[config.mk]
export PLATFORM = sky130hd
export DESIGN_NAME = uart_loopback_tx
export DESIGN_NICKNAME = d
export VERILOG_FILES = /design/src/rtl/uart_pkg.sv /design/src/rtl/uart_rx_core.sv /design/src/rtl/uart_loopback_tx.sv
export SDC_FILE = /design/constraint.sdc
export NUM_CORES = 1
export LEC_CHECK = 0
export BUFFER_PORTS_ARGS = -buffer_cell sky130_fd_sc_hd__buf_2
export CAP_MARGIN = 40
export CORE_ASPECT_RATIO = 0.7
export CORE_MARGIN = 5
export CORE_UTILIZATION = 34
export CTS_CLUSTER_SIZE = 28
export DETAILED_ROUTE_END_ITERATION = 7
export PLACE_DENSITY = 0.52
export REMOVE_ABC_BUFFERS = 1
export SLEW_MARGIN = 20
export SYNTH_ARGS = -nofsm -noshare
export SYNTH_HDL_FRONTEND = slang
export SYNTH_HIERARCHICAL = 1
export SYNTH_SLANG_ARGS = --single-unit
[constraint.sdc]
create_clock -name clock -period 2.45 [get_ports clock]
set_clock_uncertainty 0.1 [all_clocks]
set_input_delay 0.6125 -clock clock [delete_from_list [all_inputs] [get_ports clock]]
set_output_delay 0.6125 -clock clock [all_outputs]
set_load 0.1 [all_outputs]
[src/rtl/uart_pkg.sv]
// uart_pkg: shared definitions for the loopback UART.
//   - tx_state_t : transmitter FSM states (IDLE/START/DATA/STOP)
//   - rx_state_t : loopback receiver FSM states
//   - DEF_CLK_FREQ / DEF_BAUD : default clock and line rate
//   - FRAME_BITS : bits per 8N1 frame (start + 8 data + stop)
package uart_pkg;

  localparam int DEF_CLK_FREQ = 100_000_000;
  localparam int DEF_BAUD     = 9600;
  localparam int FRAME_BITS   = 10;

  typedef enum logic [1:0] {
    IDLE  = 2'd0,
    START = 2'd1,
    DATA  = 2'd2,
    STOP  = 2'd3
  } tx_state_t;

  typedef enum logic [1:0] {
    RX_IDLE  = 2'd0,
    RX_START = 2'd1,
    RX_DATA  = 2'd2,
    RX_STOP  = 2'd3
  } rx_state_t;

endpackage

[src/rtl/uart_rx_core.sv]
// uart_rx_core: 8N1 receiver fed by the looped-back transmit line.
// Ports:
//   clock     in   rising-edge clock
//   reset     in   synchronous, active-low reset
//   rx_in     in   serial line (idle high)
//   rx_data   out  last received byte (bits land as they are sampled)
//   rx_valid  out  one-cycle pulse when a frame ends with a good stop bit
//   frame_err out  sticky flag, set when a stop bit samples low
module uart_rx_core
  import uart_pkg::*;
#(
  parameter int CLK_FREQ     = DEF_CLK_FREQ,
  parameter int BAUD         = DEF_BAUD,
  parameter int CLKS_PER_BIT = CLK_FREQ / BAUD
) (
  input  logic       clock,
  input  logic       reset,
  input  logic       rx_in,
  output logic [7:0] rx_data,
  output logic       rx_valid,
  output logic       frame_err
);

  localparam int CNT_W = (CLKS_PER_BIT > 1) ? $clog2(CLKS_PER_BIT) : 1;
  localparam int HALF  = (CLKS_PER_BIT / 2 > 0) ? CLKS_PER_BIT / 2 - 1 : 0;
  localparam logic [CNT_W-1:0] CNT_LAST = CNT_W'(CLKS_PER_BIT - 1);
  localparam logic [CNT_W-1:0] CNT_HALF = CNT_W'(HALF);

  rx_state_t        state, state_next;
  logic [CNT_W-1:0] cnt, cnt_next;
  logic [2:0]       bit_idx, bit_idx_next;
  logic [7:0]       rx_data_next;
  logic             rx_valid_next, frame_err_next;
  logic             rx_prev;

  always_ff @(posedge clock) begin
    if (!reset) begin
      state     <= RX_IDLE;
      cnt       <= '0;
      bit_idx   <= '0;
      rx_data   <= '0;
      rx_valid  <= 1'b0;
      frame_err <= 1'b0;
      rx_prev   <= 1'b1;
    end else begin
      state     <= state_next;
      cnt       <= cnt_next;
      bit_idx   <= bit_idx_next;
      rx_data   <= rx_data_next;
      rx_valid  <= rx_valid_next;
      frame_err <= frame_err_next;
      rx_prev   <= rx_in;
    end
  end

  always_comb begin
    state_next     = state;
    cnt_next       = cnt + 1'b1;
    bit_idx_next   = bit_idx;
    rx_data_next   = rx_data;
    rx_valid_next  = 1'b0;
    frame_err_next = frame_err;
    case (state)
      RX_IDLE: begin
        cnt_next = '0;
        if (rx_prev && !rx_in) state_next = RX_START;
      end
      RX_START: begin
        // Counting starts on the first low cycle, so CNT_HALF lands at mid-bit.
        // A line that is high again by then was a glitch, not a start bit.
        if (cnt == CNT_HALF) begin
          cnt_next     = '0;
          bit_idx_next = '0;
          state_next   = rx_in ? RX_IDLE : RX_DATA;
        end
      end
      RX_DATA: begin
        // From mid-start onward, every full bit period is another mid-bit point.
        if (cnt == CNT_LAST) begin
          cnt_next              = '0;
          rx_data_next[bit_idx] = rx_in;
          if (bit_idx == 3'd7) state_next = RX_STOP;
          else                 bit_idx_next = bit_idx + 1'b1;
        end
      end
      RX_STOP: begin
        if (cnt == CNT_LAST) begin
          cnt_next = '0;
          if (rx_in) rx_valid_next  = 1'b1;
          else       frame_err_next = 1'b1;
          state_next = RX_IDLE;
        end
      end
      default: state_next = RX_IDLE;
    endcase
  end

endmodule

[src/rtl/uart_loopback_tx.sv]
// uart_loopback_tx: 8N1 UART transmitter whose line is exported and looped
// back into an internal receiver for hierarchical checking.
// Ports:
//   clock    in   rising-edge clock
//   reset    in   synchronous, active-low reset
//   start    in   transmit request; a rising edge starts a frame from IDLE
//   data_in  in   byte to send, captured when the frame starts
//   rx_out   out  registered serial line, idle high
// Internal observation points: rx_data, rx_valid, frame_err.
module uart_loopback_tx
  import uart_pkg::*;
#(
  parameter int CLK_FREQ     = DEF_CLK_FREQ,
  parameter int BAUD         = DEF_BAUD,
  parameter int CLKS_PER_BIT = CLK_FREQ / BAUD
) (
  input  logic       clock,
  input  logic       reset,
  input  logic       start,
  input  logic [7:0] data_in,
  output logic       rx_out
);

  localparam int CNT_W = (CLKS_PER_BIT > 1) ? $clog2(CLKS_PER_BIT) : 1;
  localparam logic [CNT_W-1:0] CNT_LAST = CNT_W'(CLKS_PER_BIT - 1);

  tx_state_t        state, state_next;
  logic [CNT_W-1:0] baud_cnt, baud_cnt_next;
  logic [2:0]       bit_idx, bit_idx_next;
  logic [7:0]       shift, shift_next;
  logic             start_d;
  logic             start_rise;
  logic             bit_done;
  logic             line_val;

  logic [7:0]       rx_data;
  logic             rx_valid;
  logic             frame_err;
  logic             rx_status_unused;

  assign start_rise = start & ~start_d;
  assign bit_done   = (baud_cnt == CNT_LAST);

  always_ff @(posedge clock) begin
    if (!reset) begin
      state    <= IDLE;
      baud_cnt <= '0;
      bit_idx  <= '0;
      shift    <= '0;
      start_d  <= 1'b0;
      rx_out   <= 1'b1;
    end else begin
      state    <= state_next;
      baud_cnt <= baud_cnt_next;
      bit_idx  <= bit_idx_next;
      shift    <= shift_next;
      start_d  <= start;
      // The pin is registered from the current state, so the line trails the
      // FSM by one cycle: a start edge taken at edge k drives the line low
      // from edge k+1, and every bit still spans exactly CLKS_PER_BIT cycles.
      rx_out   <= line_val;
    end
  end

  always_comb begin
    state_next    = state;
    baud_cnt_next = baud_cnt + 1'b1;
    bit_idx_next  = bit_idx;
    shift_next    = shift;
    line_val      = 1'b1;
    case (state)
      IDLE: begin
        baud_cnt_next = '0;
        if (start_rise) begin
          state_next = START;
          shift_next = data_in;
        end
      end
      START: begin
        line_val = 1'b0;
        if (bit_done) begin
          state_next    = DATA;
          baud_cnt_next = '0;
          bit_idx_next  = '0;
        end
      end
      DATA: begin
        line_val = shift[bit_idx];
        if (bit_done) begin
          baud_cnt_next = '0;
          if (bit_idx == 3'd7) state_next = STOP;
          else                 bit_idx_next = bit_idx + 1'b1;
        end
      end
      STOP: begin
        line_val = 1'b1;
        if (bit_done) begin
          state_next    = IDLE;
          baud_cnt_next = '0;
        end
      end
      default: state_next = IDLE;
    endcase
  end

  uart_rx_core #(
    .CLK_FREQ    (CLK_FREQ),
    .BAUD        (BAUD),
    .CLKS_PER_BIT(CLKS_PER_BIT)
  ) u_rx (
    .clock    (clock),
    .reset    (reset),
    .rx_in    (rx_out),
    .rx_data  (rx_data),
    .rx_valid (rx_valid),
    .frame_err(frame_err)
  );

  // Receiver results are observed hierarchically only; nothing here consumes them.
  assign rx_status_unused = ^{rx_data, rx_valid, frame_err};

endmodule

==> impl_metrics.csv <==
group,metric,value,unit
cells_and_area,fin_cells,214,
floorplanning,start_util,0.363,
worst_setup_path,crit_arrival,1.99,ns
job,drv_cap,0,
timing,hold_violations,0,
cells_and_area,drive_above_1_share,0.222,
floorplanning,num_io_pins,12,
worst_setup_path,slowest_stage,"dfxtp_1",
global_routing,grt-ovfl-total,0,
power,clockPowerShare,0.319,
route,drtIter0Drc,39,
worst_setup_path,setup.worst_path.class,"reg -> reg",
cells_and_area,fillers,402,
floorplanning,die_h,64.8,um
logic_synthesis,synth-edff-count,0,
timing,slew_viol_final,0,
place,gp_congestion,0.752,
worst_setup_path,cp_num_buf_inv,1,
power,internal_power,0.914,mW
timing,grt_setup_unrepaired,"no",
cts,cts_root_buf,"clkbuf_8",
timing,fin_ws,0.543,ns
cells_and_area,area_growth_syn_to_layout,12.8,%
cells_and_area,multi_input_area,818,um^2
global_routing,grt_pass1_wl,4920,um
cells_and_area,final_common_cell,"dfxtp_1",
route,drt-total-wl,2780,um
power,pwr-share-seq,0.399,
power,pwr-share-comb,0.282,
global_routing,grt_start_max_net_pins,15,
route,drc,0,
timing,timing.final.crit_period,1.91,ns
worst_setup_path,crit_family,"compound AO/OA/AOI/OAI gates",
logic_synthesis,synth.area.top_cells,"dfxtp_1, mux2i_1, ha_1",
route,viasPerCell,5.04,
cts,postCtsResizedCells,0,
route,num_vias,1079,
global_routing,grtUsageTotal,0.115,
cts,path_clk_slew,0.06,ns
worst_setup_path,critical_path.cell_chain,"inv_1, ha_1, and2b_1, a21oi_1, a21oi_2, a311oi_2",
cts,h-tree-depth,2,
logic_synthesis,netlist_area,0.00146,mm^2
power,power.density,836,mW/mm^2
global_routing,grt_antenna_before_repair,0,
cells_and_area,layout_common_cells,"dfxtp_1, nor2_1, mux2i_1",
logic_synthesis,netlist.area_leader.share,0.399,
worst_setup_path,crit_path_end_kind,"flop",
logic_synthesis,synth_seq_cells,29,
cts,cts_tree,"done",
logic_synthesis,avgSynthCellArea,9.84,um^2
worst_setup_path,required,2.53,ns
logic_synthesis,synth_ff_type,"dfxtp_1",
place,dp.cells,206,
logic_synthesis,synthesis.instances,148,
timing,finalSetupTns,0,ns
timing,relSlewSlack,0.650,
worst_setup_path,cp_max_fo,7,
power,swShare,0.335,
timing,setup_viol,0,
floorplanning,die-area,0.00571,mm^2
outcome,status,"finished, final reports clean",
worst_setup_path,critPathMaxStageDelay,0.40,ns
place,hpwl,2060,um
timing,finalCritPeriodShare,0.779,
cts,cts_sinks,29,
cells_and_area,nets,180,
timing,worst_pin_slew,0.523,ns
cells_and_area,ff_latch_area,581,um^2
cts,cts_buffers,5,
route,ant_nets,0,
logic_synthesis,synth_seq_area_share,0.399,
worst_setup_path,worstSetupStartpointType,"flop",
power,p_switching,0.459,mW
global_routing,grt_pass1_vias,1083,
cells_and_area,final_util,0.409,
floorplanning,die-width,88.2,um
floorplanning,core-area,0.00402,mm^2
floorplanning,fp-row-count,19,
cts,clock_latency,0.28,ns
place,numPortBuffers,11,
route,first_pass_iters,4,
power,ir_drop,424,uV
cts,cts_buffer_depth,2,
place,pre_cts_ws,0.581,ns
route,wire_per_inst,13.0,um
logic_synthesis,async_flop_share,0,
logic_synthesis,yosysWarningCount,6,
power,p_leak,0.640,nW
cells_and_area,num_antenna_cells,0,
min_path,hold_class,"reg -> reg",
timing,fmax,524,MHz
logic_synthesis,yosysTopAreaCell,"dfxtp_1",
logic_synthesis,ys_types,38,
cts,postCtsHoldBufs,0,
cts,postCtsSetupBuffers,0,
layout make-up:
class | instances | area share
inverters | 6 | 0.0137
clock buffers | 7 | 0.0586
well taps | 52 | 0.0396
repair buffers | 11 | 0.0335
flip-flops and latches | 29 | 0.353
clock inverters | 1 | 0.00305
multi-input cells | 108 | 0.498
registers in the layout, indices dropped and copies added, names as in the netlist:
signal	cells
state	2
start_d	1
shift	8
bit_idx	3
baud_cnt	14
rx_out	1
path summary, 6_finish.rpt:
| kind | from | depth (start not counted) | end | slack (ns) |
|---|---|---|---|---|
| worst max-delay path | state[0]$_SDFFE_PN0P_ | 6 | state[0]$_SDFFE_PN0P_ | 0.54 |
| worst min-delay path | baud_cnt[0]$_SDFF_PP0_ | 1 | baud_cnt[0]$_SDFF_PP0_ | 0.35 |
| worst max register to register | state[0]$_SDFFE_PN0P_ | 6 | state[0]$_SDFFE_PN0P_ | 0.54 |
| worst min register to register | baud_cnt[0]$_SDFF_PP0_ | 1 | baud_cnt[0]$_SDFF_PP0_ | 0.35 |
stage by stage:
stage	cell area, um^2	total power, mW	hold WS, ns
5_1_grt	1640	1.46	0.384
4_1_cts	1640	1.39	0.350
3_5_place_dp	1540	0.947	0.339
2_1_floorplan	1420	0.851	0.318
3_3_place_gp	1540	0.922	0.332
6_report	1640	1.37	0.347
Yosys cell counts, types with 2 or more instances:
library cell  count
buf_4             2
inv_1             6
nor4_2            3
o21ai_0           2
xor2_1            4
a21oi_1           4
nor3_1            2
mux4_2            2
nand2_1           6
and2b_1           2
nand3_1          10
dfxtp_1          29
mux2i_1          12
nor2_2            3
nand4_1           2
ha_1              8
nor2_1           24
xnor2_1           7
routing by layer:
layer / GRT usage / wire, um / vias up
met5: 0 / 0 / -
met4: 0.0736 / 70 / 0
met3: 0.0392 / 111 / 7
met2: 0.160 / 1170 / 15
met1: 0.149 / 1420 / 514
li1: - / - / 543
power by group through the flow:
stage | clock network, mW | registers [mW] | logic (mW)
4_1_cts | 0.453 | 0.549 | 0.390
3_5_place_dp | 0 | 0.559 | 0.387
3_3_place_gp | 0 | 0.556 | 0.366
5_1_grt | 0.477 | 0.554 | 0.430
2_1_floorplan | 0 | 0.594 | 0.257
6_report | 0.438 | 0.548 | 0.387
kinds of logic (layout without fill, tap and decap cells):
kind of cell               Yosys count  after routing  share of synthesized area
muxes                               14             14                      0.113
adders and majority gates            8              8                     0.0687
DFF                                 29             29                      0.399
buffers and inverters               11             25                     0.0395
and+or+nand+nor                     65             65                      0.264
xor gates and xnor gates            11             11                     0.0661
AOI/OAI and AO/OA                   10             10                     0.0498
Note: power is estimated with default switching activity, not from simulation.
